==> src/rtl/e203_subsys_clkdiv_ctrl.sv <==
// e203_subsys_clkdiv_ctrl
// Sequencer in front of the subsystem PLL clock divider. A new divide
// setting arrives over a valid/ready handshake. The block then gates the
// divided clock off, drains any in-flight divider output pulse, updates
// the divider controls, waits a settle window and releases the clock again.
// This keeps rate changes from producing runt pulses on the divided clock.
//
// Ports
//   clk         PLL source clock (same clock as the divider)
//   rst         synchronous, active-high reset
//   cfg_valid   new-setting request
//   cfg_ready   request accepted when cfg_valid & cfg_ready (IDLE decode)
//   cfg_divby1  requested bypass; cfg_div is then not compared
//   cfg_div     requested divide code, period = 2*(cfg_div+1) source cycles
//   divby1      registered divider bypass control
//   div         registered divider code
//   clk_hold    registered; 1 forces the downstream clock gate enable low
//   busy        sequence in progress (state != IDLE)
//   done        one-cycle pulse when a request completes
module e203_subsys_clkdiv_ctrl #(
  parameter int unsigned SETTLE_CYCLES = 16,
  parameter logic [5:0]  DIV_RST       = 6'd0,
  parameter logic        DIVBY1_RST    = 1'b1
) (
  input  logic       clk,
  input  logic       rst,
  input  logic       cfg_valid,
  output logic       cfg_ready,
  input  logic       cfg_divby1,
  input  logic [5:0] cfg_div,
  output logic       divby1,
  output logic [5:0] div,
  output logic       clk_hold,
  output logic       busy,
  output logic       done
);

  typedef enum logic [1:0] {
    IDLE   = 2'd0,
    DRAIN  = 2'd1,
    LOAD   = 2'd2,
    SETTLE = 2'd3
  } state_e;

  localparam logic [7:0] SETTLE_INIT = 8'(SETTLE_CYCLES - 1);

  state_e     state_q, state_d;
  logic [7:0] cnt_q, cnt_d;
  logic       req_divby1_q, req_divby1_d;
  logic [5:0] req_div_q, req_div_d;
  logic       divby1_q, divby1_d;
  logic [5:0] div_q, div_d;
  logic       clk_hold_q, clk_hold_d;
  logic       done_q, done_d;

  logic       accept;
  logic       req_match;
  logic [7:0] drain_init;

  assign accept = cfg_valid && (state_q == IDLE);

  // A bypass request matches whenever bypass is already active; div is
  // irrelevant to the divided clock in that case.
  assign req_match = (cfg_divby1 == divby1_q) &&
                     (cfg_divby1 || (cfg_div == div_q));

  // One full output period minus one, 2*(div+1)-1 = {div,1}. In bypass there
  // is no divider pulse in flight, so a single drain cycle is enough.
  assign drain_init = divby1_q ? 8'd0 : {1'b0, div_q, 1'b1};

  // State register
  always_ff @(posedge clk) begin
    if (rst) begin
      state_q <= IDLE;
    end else begin
      state_q <= state_d;
    end
  end

  // Next-state logic
  always_comb begin
    state_d = state_q;
    case (state_q)
      IDLE:    if (accept && !req_match) state_d = DRAIN;
      DRAIN:   if (cnt_q == 8'd0)        state_d = LOAD;
      LOAD:                              state_d = SETTLE;
      SETTLE:  if (cnt_q == 8'd0)        state_d = IDLE;
      default:                           state_d = IDLE;
    endcase
  end

  // State-decoded outputs
  always_comb begin
    cfg_ready = (state_q == IDLE);
    busy      = (state_q != IDLE);
  end

  // Counter, captured request and registered controls
  always_comb begin
    cnt_d        = cnt_q;
    req_divby1_d = req_divby1_q;
    req_div_d    = req_div_q;
    divby1_d     = divby1_q;
    div_d        = div_q;
    clk_hold_d   = clk_hold_q;
    done_d       = 1'b0;
    case (state_q)
      IDLE: begin
        if (accept) begin
          req_divby1_d = cfg_divby1;
          req_div_d    = cfg_div;
          if (req_match) begin
            done_d = 1'b1;
          end else begin
            clk_hold_d = 1'b1;
            cnt_d      = drain_init;
          end
        end
      end
      DRAIN: begin
        if (cnt_q != 8'd0) cnt_d = cnt_q - 8'd1;
      end
      LOAD: begin
        divby1_d = req_divby1_q;
        div_d    = req_div_q;
        cnt_d    = SETTLE_INIT;
      end
      SETTLE: begin
        if (cnt_q == 8'd0) begin
          clk_hold_d = 1'b0;
          done_d     = 1'b1;
        end else begin
          cnt_d = cnt_q - 8'd1;
        end
      end
      default: begin
        clk_hold_d = 1'b0;
      end
    endcase
  end

  always_ff @(posedge clk) begin
    if (rst) begin
      divby1_q   <= DIVBY1_RST;
      div_q      <= DIV_RST;
      clk_hold_q <= 1'b0;
      done_q     <= 1'b0;
    end else begin
      divby1_q   <= divby1_d;
      div_q      <= div_d;
      clk_hold_q <= clk_hold_d;
      done_q     <= done_d;
    end
  end

  // Pure datapath: only meaningful after an accept, so no reset needed.
  always_ff @(posedge clk) begin
    cnt_q        <= cnt_d;
    req_divby1_q <= req_divby1_d;
    req_div_q    <= req_div_d;
  end

  assign divby1   = divby1_q;
  assign div      = div_q;
  assign clk_hold = clk_hold_q;
  assign done     = done_q;

endmodule
==> config.mk <==
export PLATFORM = sky130hd
export DESIGN_NAME = e203_subsys_clkdiv_ctrl
export DESIGN_NICKNAME = d
export VERILOG_FILES = /design/src/rtl/e203_subsys_clkdiv_ctrl.sv
export SDC_FILE = /design/constraint.sdc
export NUM_CORES = 1
export LEC_CHECK = 0
export ABC_CLOCK_PERIOD_IN_PS = 3500
export BUFFER_PORTS_ARGS = -buffer_cell sky130_fd_sc_hd__buf_2
export CAP_MARGIN = 20
export CORE_ASPECT_RATIO = 1.5
export CORE_MARGIN = 2
export CORE_UTILIZATION = 35
export DETAILED_ROUTE_END_ITERATION = 12
export HOLD_SLACK_MARGIN = 0.03
export SLEW_MARGIN = 20
export SYNTH_ARGS = -nofsm -noshare
export SYNTH_HDL_FRONTEND = slang
export SYNTH_SLANG_ARGS = --single-unit
==> constraint.sdc <==
create_clock -name clk -period 3.5 [get_ports clk]
set_input_delay 0 -clock clk [delete_from_list [all_inputs] [get_ports clk]]
set_output_delay 0 -clock clk [all_outputs]
set_load 0.02 [all_outputs]
; After elaboration in Yosys (flattened, before gate mapping)
; Cells that the tools add are included.
[op_classes]
n_addsub = 1
n_eq_ne = 12
n_mux = 18
reduce_logical = 14
[ops]
columns = operator, n
row1 = $mux 8, 4
row2 = $pmux 8 s4, 1
row3 = $ne 2x2->1 const B, 5
row4 = $logic_not 8->1, 1
row5 = $pmux 2 s4, 1
row6 = $reduce_and 4->1, 2
row7 = $reduce_bool 8->1, 1
row8 = $sub 8x1->8 const B, 1
row9 = $mux 7, 1
row10 = $eq 6x6->1, 1
row11 = $mux 1, 6
row12 = $mux 2, 3
row13 = $eq 2x2->1 const B, 2
row14 = $ne 2x1->1 const B, 2
row15 = $pmux 1 s2, 2
row16 = $reduce_bool 2->1, 2
row17 = $logic_and 1x1->1, 3
row18 = $reduce_and 3->1, 1
row19 = $eq 2x1->1 const B, 1
row20 = $logic_not 2->1, 1
row21 = $reduce_and 2->1, 1
row22 = $eq 1x1->1, 1
row23 = $logic_not 1->1, 1
row24 = $logic_or 1x1->1, 1
[word_totals]
reg_bits = 26

; Longest topological paths before layout
; Gate-level depths: netlist of the first run.
[logic_depth]
ltp_word = 7
depth_mapped = 7
depth_no_buf = 7

; Least setup slack after synthesis of the first run
; No wires, ideal clock.
[synth_path]
path_type = reg2reg
startpoint = register state_q[0]
endpoint = register clk_hold_q (netlist: clk_hold)
setup_time_ns = 0.062
arrival_ns = 2.124
slack_ns = 1.313
path_stages_with_launch = 7
path_buffers = 0
synth_period_minus_slack_ns = 2.187
path_cell_list = dfxtp_1 > inv_1 > ha_1 > inv_1 > nor2_1 > or4b_2 > nand3_1
[synth_via]
elab_chain_len = 4
[synth_rtl]
columns = element, line
row1 = start: declaration, 47  ; state_e state_q, state_d;
row2 = start signal: assignment, 76  ; state_q <= state_d;
row3 = $logic_not 2->1 (*), --
row4 = net cfg_ready, 28  ; output logic cfg_ready,
row5 = $logic_and 1x1->1, 60  ; assign accept = cfg_valid && (state_q == IDLE);
row6 = $ne 2x1->1 (no source line), --
row7 = $reduce_and 4->1 (no source line), --
row8 = end signal: assignment, 151  ; clk_hold_q <= clk_hold_d;
row9 = end: declaration, 53  ; logic clk_hold_q, clk_hold_d;
; Mark *: on every way through the listed nets, which the timed path passes. The rest lies on a longest branch.
; A chain may end at the register's enable or synchronous reset.

; Worst setup path after layout of the first run
[layout_path]
startpoint = register state_q[0]
endpoint = register clk_hold_q (netlist: clk_hold)
[layout_via]
elab_chain_len = 4
[layout_rtl]
columns = element, line
row1 = $logic_not 2->1, "60, 107"
row2 = $logic_and 1x1->1, 60
row3 = $ne 2x1->1 (no source line), --
row4 = $reduce_and 4->1 (no source line), --
; Parallel ways exist; a longest one is shown, timed or not.

==> impl_metrics.yaml, run 1 <==
run_status:
  run_status: "finished clean"
sta:
  worst_slew_margin_rel_pct: 54.3
  final.setup.worst_slack_ns: 1.33
  tns_ns: 0
  rsz0062_at_grt: "false"
  timing.final.crit_share_pct: 62.1
  final-hold-violation-count: 0
  maxSlewViolCount: 0
  skew_ns: 0.00564
  period_minus_slack_ns: 2.17
  upper_clock_frequency_limit_ghz: 0.460
  setup_viol_count_final: 0
  final.hold.worst_slack_ns: 0.0545
  tightestPinTransition_ns: 0.683
worst_setup_path:
  crit_path_start_kind: "register"
  worst_setup_path_end_kind: "register"
  cp_slowest_stage_delay_ns: 0.63
  crit_end: "clk_hold"
  launch_instance_of_the_worst_register_to_register_path: "state_q[0]"
  crit_top_cell: "inv_1"
  cp-startpoint: "state_q[0]"
  crit_fanout: 9
  worstSetupPathType: "register to register"
  timing.critical_path.cells: "inv_1, ha_1, inv_1, nor2_1, or4b_2, nand3_1"
  cp_arrival_ns: 2.39
  timing.critical_path.required_ns: 3.72
  worst-r2r-cell-count: 6
  crit_path_top_delay_cell: "or4b_2"
  capturing_point_of_the_worst_reg2reg_path: "clk_hold"
  rrSetupSlack_ns: 1.33
synth:
  synth.avg_cell_area_um2: 11.0
  synth.lib_cells_used.distinct: 29
  synth_top_area_share_pct: 33.7
  seq_total_area_yosys_pct: 50.2
  postSynthCellCount: 122
  post_synth_top_area_cell: "edfxtp_1"
  fraction_of_synthesis_flops_using_an_asynchronous_set_or_reset_pin_pct: 0
  synth.cell_area_um2: 1340
  primary_ff_master_synth: "edfxtp_1"
  synth.net_count: 139
  warning_count_from_the_yosys_run: 0
  synth_seq_cells: 26
  synth-edff-count: 15
  synth.cells.most_frequent: "edfxtp_1, nor2_1, dfxtp_1"
  synth_area_leaders: "edfxtp_1, dfxtp_1, ha_1"
cts:
  clkTransAtPathRegs_ns: 0.09
  cts_tree: "built"
  clock_insertion_delay_worst_skew_ns: 0.27
  tritoncts.num_buffers: 3
  clockBufferDepth: 2
  h-tree-depth: 1
  clock_sinks: 26
  root_buffer_cell: "clkbuf_8"
route:
  remaining_antenna_violation_count: 0
  detail_route.first_pass.iterations: 2
  post_drt_wl_per_cell_um: 14.1
  vias_per_cell: 4.96
  drtIter0Drc: 15
  dr_total_vias: 958
  detailroute.wirelength.met3_um: 54
  detail_route.drc_violations: 0
  route.layer.met1.wl_mm: 1.08
  route.final.wire_length_mm: 2.72
  top_layer_used: "met4"
  met2RoutedLength_mm: 1.55
global_route:
  grt_first_pass_wirelength_mm: 4.48
  pin_count_of_the_biggest_net_entering_global_routing: 16
  first_global_vias: 971
  antenna_violations_before_repair: 0
  overflow: 0
  grt_usage_pct: 14.2
placement:
  buffer_ports.inserted: 20
  worst_setup_slack_post_dpl_ns: 1.31
  dp_hpwl_mm: 2.11
  placedInstanceArea_um2: 1480
  gp_routability_congestion: 0.807
floorplan:
  floorplan.rows: 27
  io_pins: 21
  dieArea_um2: 4340
  die-height_um: 79.7
  core_region_area_um2: 3680
  start_util_pct: 36.3
  die_width_um: 54.5
final_layout:
  antennaDiodeCount: 0
  nFillCells: 341
  area_delta_synth_final_pct: 21.3
  fin_area_um2: 1620
  post_route_cells_drive_above_1_share_pct: 20.0
  design.final.nets: 168
hold_path:
  hold_start: "rst"
  hold_class: "primary input to register"
power:
  power.total_mw: 1.34
  power_per_cell_area_nw_per_um2: 830
  static-leakage-power_nw: 0.635
  max_rail_drop_vdd_v: 0.000471
run:
  max_cap_viol_count: 0
## area by class of cell
type | instances | area (um^2) | share of cell area, %
multi-input combinational | 86 | 628 | 38.8
clock inverter | 1 | 30.0 | 1.85
timing repair buffer | 27 | 170 | 10.5
clock buffer | 3 | 41.3 | 2.55
inverter | 7 | 26.3 | 1.62
tap | 43 | 53.8 | 3.32
sequential | 26 | 671 | 41.4
## worst min-delay path by stage
stage                     slack [ns]           end  depth (start not counted)
after floorplan                  0.1  req_div_q[0]                          0
after detailed placement        0.21  req_div_q[2]                          1
after global placement          0.20  req_div_q[0]                          1
final                           0.05        div[1]                          2
after global routing            0.07        div[0]                          2
after CTS                       0.04        div[1]                          2
## cell usage in the layout, fill, tap and decap left out, types with 2 or more instances in the layout
master         synthesis  final
a211o_1                3      3
a211oi_1               3      3
buf_2                  0     20
clkbuf_8               0      3
dfxtp_1               11     11
dlygate4sd3_1          0      7
edfxtp_1              15     15
ha_1                   7      7
inv_1                  7      7
mux2i_1                7      7
nand2_1                9      9
nand3_1                2      2
nand3b_1               3      3
nand4_1                2      2
nor2_1                15     15
nor2b_1                3      3
nor3_1                 2      2
o211ai_1               2      2
o21ai_0                5      5
or2_2                  2      2
xnor2_1               10     10
xor2_1                 2      2
## timing repair
item,CTS,global route
endpoints found under the hold margin,7,0
resized for setup,0,0
hold buffers,7,0
setup buffers,0,0
## layer usage
metal,vias to the layer above,track usage [%]
li1,487,-
met1,455,15.6
met2,12,26.4
met3,4,1.69
met4,0,5.25
met5,-,0
## worst max-delay path, delay by kind of cell (launching register included)
kind | cells | cell delay [ns]
adder cells (fa/ha/maj) | 1 | 0.23
buffers and inverters | 2 | 0.26
flip-flops | 1 | 0.37
AND/OR/NAND/NOR | 3 | 1.26
## stage by stage
step	util, %	cells
detailed placement	40.2	182
CTS	44.0	193
floorplan	-	122
finish	44.0	193
global route	44.0	193
global placement	40.2	182
## state kept, by name, summed over array words and instances (netlist names)
name	cells
clk_hold	1
state_q	2
done	1
cnt_q	8
req_divby1_q	1
div	6
divby1	1
req_div_q	6
## logic make-up after synthesis
kind of cell    count (synthesis)  share of synthesized area, %
fa+ha+maj                       7                          6.55
flops                          26                          50.2
xor+xnor                       12                          7.87
simple gates                   43                          17.7
buf+inv                        10                          2.81
mux                             7                          5.24
compound gates                 17                          9.64
## power by group
| part | internal [mW] | switching (mW) | total (mW) |
|---|---|---|---|
| Clock | 0.153 | 0.0953 | 0.248 |
| Combinational | 0.232 | 0.316 | 0.548 |
| Sequential | 0.453 | 0.0943 | 0.548 |
No activity file was read; power rests on OpenSTA's default activity.
==> run 2: changes to the inputs <==
--- a/config.mk
+++ b/config.mk
@@ -5,7 +5,7 @@
 export SDC_FILE = /design/constraint.sdc
 export NUM_CORES = 1
 export LEC_CHECK = 0
-export ABC_CLOCK_PERIOD_IN_PS = 3500
+export ABC_CLOCK_PERIOD_IN_PS = 2060
 export BUFFER_PORTS_ARGS = -buffer_cell sky130_fd_sc_hd__buf_2
 export CAP_MARGIN = 20
 export CORE_ASPECT_RATIO = 1.5
==> constraint.sdc (replaced) <==
create_clock -name clk -period 2.06 [get_ports clk]
set_input_delay 0 -clock clk [delete_from_list [all_inputs] [get_ports clk]]
set_output_delay 0 -clock clk [all_outputs]
set_load 0.02 [all_outputs]
==> run 2 against run 1 <==
Global-route usage is 0.52 points higher. Clock power is 19% higher. Largest cell class unchanged. Sequential share of layout area hardly changed. Combinational power is 79% higher. Register-to-register slack worse by 1.2 ns. Hold slack worse by 0.00082 ns. Sequential cell count stayed put. Clock skew is 0.0018 ns higher. Sequential power is 71% higher. Largest power group is now combinational logic. Non-clock buffer count is 2 higher. Via count is 1.1% higher. Highest routed layer unchanged.
==> impl_metrics.yaml, run 2 (synthesis results as in run 1) <==
floorplan:
  io_pins: 21
  start_util_pct: 36.3
  core_region_area_um2: 3680
  floorplan.rows: 27
  die_width_um: 54.5
  die-height_um: 79.7
  dieArea_um2: 4340
cts:
  root_buffer_cell: "clkbuf_8"
  clock_sinks: 26
  clock_insertion_delay_worst_skew_ns: 0.27
  tritoncts.num_buffers: 3
  h-tree-depth: 1
  clockBufferDepth: 2
  clkTransAtPathRegs_ns: 0.09
  cts_tree: "built"
sta:
  tightestPinTransition_ns: 0.532
  maxSlewViolCount: 0
  setup_viol_count_final: 0
  tns_ns: 0
  skew_ns: 0.00744
  final-hold-violation-count: 0
  rsz0062_at_grt: "false"
  upper_clock_frequency_limit_ghz: 0.513
  period_minus_slack_ns: 1.95
  timing.final.crit_share_pct: 94.6
  worst_slew_margin_rel_pct: 64.5
hold_path:
  hold-path-cell-count: 2
  holdPathEnd: "div[5]"
  hold_class: "primary input to register"
  hold_start: "rst"
worst_setup_path:
  capturing_point_of_the_worst_reg2reg_path: "cnt_q[3]"
  rrSetupSlack_ns: 0.11
  worstSetupPathType: "register to register"
  worst-r2r-cell-count: 4
  launch_instance_of_the_worst_register_to_register_path: "cnt_q[5]"
  crit_fanout: 8
  cp_arrival_ns: 1.94
  crit_path_start_kind: "register"
  worst_setup_path_end_kind: "register"
  timing.critical_path.required_ns: 2.05
global_route:
  grt_first_pass_wirelength_mm: 4.62
  antenna_violations_before_repair: 0
  grt_usage_pct: 14.7
  first_global_vias: 1009
  overflow: 0
  pin_count_of_the_biggest_net_entering_global_routing: 15
route:
  detail_route.drc_violations: 0
  dr_total_vias: 969
  detail_route.first_pass.iterations: 4
  remaining_antenna_violation_count: 0
  post_drt_wl_per_cell_um: 14.2
  route.final.wire_length_mm: 2.78
  drtIter0Drc: 18
  vias_per_cell: 4.97
placement:
  placedInstanceArea_um2: 1500
  number_of_instances_in_the_placed_design: 184
  dp_hpwl_mm: 2.14
  gp_routability_congestion: 0.781
  buffer_ports.inserted: 20
power:
  power.share.switching_pct: 40.1
  max_rail_drop_vdd_v: 0.000787
  power_per_cell_area_nw_per_um2: 1360
  p_int_mw: 1.32
  static-leakage-power_nw: 0.634
  power.share.combinational_pct: 44.3
  share_seq_of_total_power_pct: 42.3
  clock_power_share_pct: 13.4
  power_switching_mw: 0.885
run:
  max_cap_viol_count: 0
final_layout:
  largest_register: "cnt_q"
  antennaDiodeCount: 0
  post_route_cells_drive_above_1_share_pct: 21.7
  final_core_util_pct: 44.0
  area_delta_synth_final_pct: 21.3
  design.final.nets: 170
  layout.cells.most_common_list: "buf_2, edfxtp_1, nor2_1"
  final_common_cell: "buf_2"
  fin_area_um2: 1620
  finish.cell_count_without_fillers: 195
  largest_reg_flops: 8
run_status:
  run_status: "finished clean"
run 2: routing by layer:
| metal | vias to the layer above | part of all wire [%] | wire length [um] | global-route usage, % |
|---|---|---|---|---|
| li1 | 493 | - | - | - |
| met1 | 461 | 40 | 1120 | 17.3 |
| met2 | 11 | 56 | 1560 | 25.2 |
| met3 | 4 | 1.3 | 36 | 1.12 |
| met4 | 0 | 2.2 | 61 | 8.25 |
| met5 | - | 0 | 0 | 0 |
run 2: what timing repair did:
action / in CTS / in global routing
buffers inserted: 0 / 0
gates resized for setup: 0 / 1
endpoints found under the hold margin: 7 / 0
endpoints found under the setup margin: 0 / 1
hold buffers: 7 / 0
run 2: worst max path at each step:
stage,slack (ns),end,startpoint
final,0.11,cnt_q[3],cnt_q[5]
after global routing,0.01,cnt_q[3],cnt_q[4]
after CTS,0.08,cnt_q[3],cnt_q[5]
after detailed placement,0.10,cnt_q[3],cnt_q[5]
after global placement,0.19,cnt_q[3],cnt_q[4]
after floorplan,0.07,clk_hold,state_q[0]
run 2: cell type report:
| type | count | area, um^2 |
|---|---|---|
| fillers | 346 | 2060 |
| well taps | 43 | 53.8 |
| multi-input cells | 86 | 641 |
| inverters | 7 | 26.3 |
| repair buffers | 29 | 185 |
| clock buffers | 4 | 45.0 |
| flip-flops and latches | 26 | 671 |
run 2: critical path, stage by stage, from the launching register on:
cell and delay [ns]:
edfxtp_1 0.43, or4_4 0.59, nor4b_4 0.28, o21ai_0 0.13, o211a_1 0.24
run 2: power by group through the flow:
stage          sequential, mW  clock (mW)  combinational [mW]
3_3_place_gp            0.933           0               0.942
5_1_grt                 0.965       0.319                1.09
2_1_floorplan           0.955           0               0.679
3_5_place_dp            0.950           0               0.963
6_report                0.935       0.296               0.979
4_1_cts                 0.938       0.303               0.983
run 2: per-stage QoR:
stage | power [mW] | setup slack [ns] | hold slack (ns)
final | 2.21 | 0.111 | 0.0536
after global routing | 2.37 | 0.0137 | 0.0653
after CTS | 2.22 | 0.0849 | 0.0508
after detailed placement | 1.91 | 0.104 | 0.205
after global placement | 1.88 | 0.186 | 0.202
after floorplan | 1.63 | 0.0747 | 0.0989
